[config.mk]
export PLATFORM = sky130hd
export DESIGN_NAME = regime_cmd_sequencer
export DESIGN_NICKNAME = d
export VERILOG_FILES = /design/src/rtl/regime_pkg.sv /design/src/rtl/regime_cmd_fifo.sv /design/src/rtl/regime_cmd_sequencer.sv
export SDC_FILE = /design/constraint.sdc
export NUM_CORES = 1
export LEC_CHECK = 0
export BUFFER_PORTS_ARGS = -buffer_cell sky130_fd_sc_hd__buf_2
export CELL_PAD_IN_SITES_DETAIL_PLACEMENT = 1
export CELL_PAD_IN_SITES_GLOBAL_PLACEMENT = 1
export CORE_MARGIN = 4
export CORE_UTILIZATION = 50
export CTS_CLUSTER_SIZE = 24
export DETAILED_ROUTE_END_ITERATION = 16
export PLACE_DENSITY_LB_ADDON = 0.15
export SYNTH_ARGS = -nofsm -noshare
export SYNTH_HDL_FRONTEND = slang
export SYNTH_HIERARCHICAL = 1
export SYNTH_SLANG_ARGS = --single-unit
[constraint.sdc]
create_clock -name clk -period 3.7 [get_ports clk]
set_clock_uncertainty 0.2 [all_clocks]
set_input_delay 0.185 -clock clk [delete_from_list [all_inputs] [get_ports clk]]
set_output_delay 0.185 -clock clk [all_outputs]
set_load 0.01 [all_outputs]
[src/rtl/regime_pkg.sv]
// rtl/regime_pkg.sv - shared constants and types for the regime command sequencer
package regime_pkg;

  localparam logic [1:0] MODE_OFF   = 2'd0;
  localparam logic [1:0] MODE_ENUM  = 2'd1;
  localparam logic [1:0] MODE_COUNT = 2'd2;
  localparam logic [1:0] MODE_UPD   = 2'd3;

  localparam logic [1:0] REGIME_OFF = 2'd0;

  typedef enum logic [2:0] {
    SEQ_IDLE      = 3'd0,
    SEQ_ISSUE     = 3'd1,
    SEQ_HOLD      = 3'd2,
    SEQ_WAIT_DONE = 3'd3,
    SEQ_RESP      = 3'd4
  } seq_state_t;

  function automatic logic [7:0] sat_inc8(input logic [7:0] v, input logic en);
    if (en && (v != 8'hFF))
      return v + 8'd1;
    return v;
  endfunction

endpackage

[src/rtl/regime_cmd_fifo.sv]
// rtl/regime_cmd_fifo.sv - command queue, DEPTH entries of {mode, len}
module regime_cmd_fifo #(
  parameter int DEPTH = 4,
  parameter int W     = 6
) (
  input  logic         clk,
  input  logic         rst,
  input  logic         push,
  input  logic [W-1:0] wdata,
  input  logic         pop,
  output logic [W-1:0] rdata,
  output logic         full,
  output logic         empty
);

  localparam int AW = $clog2(DEPTH);

  logic [W-1:0]  mem [DEPTH];
  logic [AW-1:0] wr_ptr;
  logic [AW-1:0] rd_ptr;
  logic [AW:0]   count;
  logic          do_push;
  logic          do_pop;

  assign full    = (count == (AW+1)'(DEPTH));
  assign empty   = (count == '0);
  assign do_push = push && !full;
  assign do_pop  = pop && !empty;
  assign rdata   = mem[rd_ptr];

  always_ff @(posedge clk) begin
    if (do_push)
      mem[wr_ptr] <= wdata;
  end

  always_ff @(posedge clk or posedge rst) begin
    if (rst) begin
      wr_ptr <= '0;
      rd_ptr <= '0;
      count  <= '0;
    end else begin
      if (do_push)
        wr_ptr <= wr_ptr + AW'(1);
      if (do_pop)
        rd_ptr <= rd_ptr + AW'(1);
      case ({do_push, do_pop})
        2'b10:   count <= count + (AW+1)'(1);
        2'b01:   count <= count - (AW+1)'(1);
        default: count <= count;
      endcase
    end
  end

endmodule

[src/rtl/regime_cmd_sequencer.sv]
// rtl/regime_cmd_sequencer.sv - issues queued commands to the regime controller and reports completion
module regime_cmd_sequencer #(
  parameter int DEPTH   = 4,
  parameter int LEN_W   = 4,
  parameter int TIMEOUT = 64
) (
  input  logic             clk,
  input  logic             rst,
  input  logic             cmd_valid,
  output logic             cmd_ready,
  input  logic [1:0]       cmd_mode,
  input  logic [LEN_W-1:0] cmd_len,
  output logic [1:0]       on,
  output logic             start,
  input  logic [1:0]       regime,
  input  logic             active,
  input  logic [7:0]       y,
  input  logic [2:0]       s,
  output logic             rsp_valid,
  input  logic             rsp_ready,
  output logic [1:0]       rsp_mode,
  output logic [7:0]       rsp_y,
  output logic [2:0]       rsp_s,
  output logic [7:0]       rsp_act_cnt,
  output logic             rsp_timeout,
  output logic             busy
);
  import regime_pkg::*;

  localparam logic [2:0] IDLE      = SEQ_IDLE;
  localparam logic [2:0] ISSUE     = SEQ_ISSUE;
  localparam logic [2:0] HOLD      = SEQ_HOLD;
  localparam logic [2:0] WAIT_DONE = SEQ_WAIT_DONE;
  localparam logic [2:0] RESP      = SEQ_RESP;

  localparam int          TW       = (TIMEOUT > 2) ? $clog2(TIMEOUT) : 1;
  localparam logic [TW-1:0] TMO_LAST = TW'(TIMEOUT - 1);

  logic [2:0]       state;
  logic [1:0]       mode_r;
  logic [LEN_W-1:0] len_r;
  logic [LEN_W-1:0] hold_cnt;
  logic [7:0]       act_cnt;
  logic             seen_busy;
  logic [TW-1:0]    tmo_cnt;

  logic             fifo_full;
  logic             fifo_empty;
  logic [1:0]       fifo_mode;
  logic [LEN_W-1:0] fifo_len;
  logic             pop;
  logic             regime_busy;
  logic [7:0]       act_next;

  assign cmd_ready   = !fifo_full;
  assign regime_busy = (regime != REGIME_OFF);
  assign pop         = (state == IDLE) && !fifo_empty && !regime_busy;

  regime_cmd_fifo #(
    .DEPTH (DEPTH),
    .W     (2 + LEN_W)
  ) u_fifo (
    .clk   (clk),
    .rst   (rst),
    .push  (cmd_valid),
    .wdata ({cmd_mode, cmd_len}),
    .pop   (pop),
    .rdata ({fifo_mode, fifo_len}),
    .full  (fifo_full),
    .empty (fifo_empty)
  );

  // ISSUE restarts the active count, so its own cycle is counted from zero
  always_comb begin
    act_next = sat_inc8((state == ISSUE) ? 8'd0 : act_cnt, active);
  end

  always_ff @(posedge clk or posedge rst) begin
    if (rst) begin
      state       <= IDLE;
      mode_r      <= '0;
      len_r       <= '0;
      hold_cnt    <= '0;
      act_cnt     <= '0;
      seen_busy   <= 1'b0;
      tmo_cnt     <= '0;
      on          <= '0;
      start       <= 1'b0;
      busy        <= 1'b0;
      rsp_valid   <= 1'b0;
      rsp_mode    <= '0;
      rsp_y       <= '0;
      rsp_s       <= '0;
      rsp_act_cnt <= '0;
      rsp_timeout <= 1'b0;
    end else begin
      case (state)
        IDLE: begin
          if (pop) begin
            mode_r <= fifo_mode;
            len_r  <= fifo_len;
            on     <= fifo_mode;
            start  <= (fifo_mode != MODE_OFF) && (fifo_len != '0);
            busy   <= 1'b1;
            state  <= ISSUE;
          end
        end
        ISSUE: begin
          on <= '0;
          if (mode_r == MODE_OFF) begin
            start       <= 1'b0;
            rsp_valid   <= 1'b1;
            rsp_mode    <= mode_r;
            rsp_y       <= y;
            rsp_s       <= s;
            rsp_act_cnt <= '0;
            rsp_timeout <= 1'b0;
            state       <= RESP;
          end else begin
            act_cnt   <= act_next;
            seen_busy <= regime_busy;
            tmo_cnt   <= '0;
            hold_cnt  <= len_r - LEN_W'(1);
            if (len_r > LEN_W'(1)) begin
              start <= 1'b1;
              state <= HOLD;
            end else begin
              start <= 1'b0;
              state <= WAIT_DONE;
            end
          end
        end
        HOLD: begin
          act_cnt   <= act_next;
          seen_busy <= seen_busy | regime_busy;
          if (hold_cnt == LEN_W'(1)) begin
            start <= 1'b0;
            state <= WAIT_DONE;
          end else begin
            hold_cnt <= hold_cnt - LEN_W'(1);
          end
        end
        WAIT_DONE: begin
          act_cnt   <= act_next;
          seen_busy <= seen_busy | regime_busy;
          if ((seen_busy && !regime_busy) || (tmo_cnt == TMO_LAST)) begin
            rsp_valid   <= 1'b1;
            rsp_mode    <= mode_r;
            rsp_y       <= y;
            rsp_s       <= s;
            rsp_act_cnt <= act_next;
            rsp_timeout <= !(seen_busy && !regime_busy);
            state       <= RESP;
          end else begin
            tmo_cnt <= tmo_cnt + TW'(1);
          end
        end
        RESP: begin
          if (rsp_ready) begin
            rsp_valid <= 1'b0;
            busy      <= 1'b0;
            state     <= IDLE;
          end
        end
        default: begin
          on    <= '0;
          start <= 1'b0;
          busy  <= 1'b0;
          state <= IDLE;
        end
      endcase
    end
  end

endmodule

==> flow_metrics.tcl <==
set metrics [dict create \
    synth_edf_count 24 \
    crit_path_max_incr_delay_ps 540 \
    route.vias.total 3067 \
    dp_cells 497 \
    ios 52 \
    ys.warnings.count 6 \
    grt_pass1_wl_mm 17.70 \
    tritoncts "built" \
    start_util_pct 52.35 \
    grt_pass1_vias 3361 \
    drtIter0Drc 133 \
    crit_slowest_cell "nor3_1" \
    antenna_found_initial 1 \
    synthAdderAreaFrac_pct 3.818 \
    synth_cell_type_count 62 \
    outcome "completed" \
    ir_worst_vdd_uv 422.6 \
    synthXorXnorAreaFrac_pct 2.545 \
    cp_max_fo 10 \
    synthTopCellsByArea "dfrtp_1 (38%), edfxtp_1 (17%), nand2_1 (4.0%), mux2_2 (3.5%), ha_1 (3.3%)" \
    cts_made_buffers 9 \
    period_minus_slack_ps 3129 \
    cts_root_buf "clkbuf_8" \
    path_buf_inv 2 \
    ant_nets 0 \
    synth_mux_area_share_pct 7.909 \
    syn_area_sq_um 4129 \
    grt_max_degree 34 \
    worst_slew_pin_slew_ps 899.0 \
    crit_path_cell_trace "nor3_1, nor3_1, nand2_1, clkinv_1, nor2b_2, ha_1, inv_1, fa_1, xor2_1, nor2_1, xor2_1" \
    setup_viol 0 \
    layout_setup_ws_ps 570.9 \
    total_power_mw 3.662 \
    arrival_ps 3180 \
    synth.most_common_cell "dfrtp_1" \
    leakage_nw 2.120 \
    postSynthCellCount 356 \
    worstSetupPathType "reg -> reg" \
    r2r_end "u_fifo/count[2]" \
    dp_hpwl_mm 7.086 \
    die_h_um 98.88 \
    reg2reg_depth 11 \
    dieArea_sq_um 9776 \
    endpoint_kind "flop" \
    cts_buffer_depth 2 \
    drt_first_pass_iters 4 \
    synth_top_family_by_area "simple AND/OR/NAND/NOR gates" \
    fin_cells 533 \
    htreeDepth 3 \
    cp_data_required_time_ps 3750 \
    syn_avg_cell_area_sq_um 11.60 \
    grt_usage_pct 23.16 \
    tns_ps 0 \
    hold_path_end "u_fifo/wr_ptr[0]" \
    fmax_mhz 319.6 \
    rrSetupSlack_ps 570 \
    yosysTopAreaCell "dfrtp_1" \
    wl_mm 10.74 \
    min_path_cells 3 \
    rsz0062_at_grt "false" \
    rr_startpoint "u_fifo/count[0]" \
    viasPerCell 5.754 \
    core_sq_um 7888 \
    synth_common_cells "dfrtp_1 (62), nand2_1 (44), edfxtp_1 (24)" \
    clk_pin_slew_ps 90 \
    fin_util_pct 61.68 \
    rows 32 \
    hold_viol 0 \
    startpoint_type "flop" \
    yosys.area_share.simple_pct 14.82 \
    ys_async_sr_fraction_pct 72.09 \
    synth_top_cell_area_share_pct 37.58 \
    nets 461 \
    fill_cells 820 \
    area_delta_synth_final_pct 17.82 \
    gp_congestion 0.8248 \
    place_ws_ps 754.4 \
    synthFlopType "dfrtp_1" \
    p_per_area_nw_per_um2 752.7 \
    slew_headroom_pct 39.67 \
    maxCapViolations 0 \
    syn-num-nets 392 \
    hp-start "cmd_valid" \
    gr-total-overflow 0 \
    clkLatencyLatePin_ps 370 \
    cts_post_setup_buffers_inserted 0 \
    cts_sinks 86 \
    die_x_um 98.88 \
    io_buffers 51 \
    cp.depth 11 \
    startpoint "u_fifo/count[0]" \
    maxSlewViolCount 0 \
    fin_crit_sh_pct 84.57 \
    drive_gt1_share_pct 23.95 \
    path_delay_family "simple AND/OR/NAND/NOR gates" \
    routedWlPerCell_um 20.15 \
    hp-class "in -> reg" \
    ys_ff_latch 86 \
    ys_seq_area_share_pct 55.03 \
    post-route-drc-count 0 \
    synth-compound-area-share_pct 13.18 \
]
[kinds of logic after synthesis]
group,count (synthesis)
adder cells (fa/ha/maj),12
flip-flops,86
AO/OA/AOI/OAI,78
multiplexers,23
AND/OR/NAND/NOR,116
XOR/XNOR,12
buffers and inverters,29
[per-layer routing]
metal	up-vias	routed length, um	track usage (%)
met2	60	5672	40.24
met3	17	386	4.954
li1	1432	-	-
met1	1558	4491	29.11
met4	0	191	6.723
met5	-	0	0
[sequential cells by signal (all words and copies together) (netlist names), 2 cells and up]
register       cells
act_cnt            8
hold_cnt           4
len_r              4
mode_r             2
on                 2
rsp_act_cnt        8
rsp_mode           2
rsp_s              3
rsp_y              8
state              3
tmo_cnt            6
u_fifo/count       3
u_fifo/mem        24
u_fifo/rd_ptr      2
u_fifo/wr_ptr      2
[per-stage QoR]
step,instance area (sq um),hold slack [ps]
final,4865,10.39
after global routing,4865,17.53
after CTS,4862,2.280
after detailed placement,4468,-49.34
after global placement,4468,-58.78
after floorplan,4129,-211.6
[where the power goes]
part | switching (mW) | total [mW] | internal (mW)
clock | 0.382 | 0.701 | 0.320
combinational | 0.751 | 1.36 | 0.614
sequential | 0.315 | 1.60 | 1.28
[how the worst max path moves through the flow]
stage / slack, ps / to
3_3_place_gp: 900 / act_cnt[3]
6_report: 570 / u_fifo/count[2]
3_5_place_dp: 750 / act_cnt[3]
5_1_grt: 380 / act_cnt[3]
4_1_cts: 650 / u_fifo/count[2]
2_1_floorplan: 1150 / u_fifo/count[2]
[layout make-up]
type	instances	area, sq um	share of cell area (%)
diodes	1	2.502	0.05144
clock buffers	9	123.9	2.546
clock inverters	7	80.08	1.646
inverters	16	60.06	1.235
multi-input cells	241	1745	35.88
flip-flops and latches	86	2272	46.71
well taps	102	127.6	2.623
repair buffers	71	452.9	9.311
[worst min-delay path, cell delays in order]
cell,delay (ps)
buf_2,100
nor2b_4,140
xnor2_1,120
[what timing repair did]
action,in CTS,in global routing
gates resized for setup,0,0
hold endpoints to repair,67,0
hold buffers,19,0
[cells in the final DEF, fill, tap and decap left out, drive strengths merged, types with 4 or more instances in the layout]
master / instances
a22o: 6
buf: 52
nor3b: 4
mux2: 14
xor2: 7
o2bb2ai: 4
dlygate4sd3: 19
ha: 11
clkbuf: 9
nand3: 14
o22ai: 4
nor2b: 6
nor3: 7
dfrtp: 62
nand2: 44
a21oi: 13
inv: 17
mux4: 6
edfxtp: 24
nor2: 15
o21ai: 24
xnor2: 5
o31ai: 5
and2: 7
Note: power is estimated with default switching activity, not from simulation.
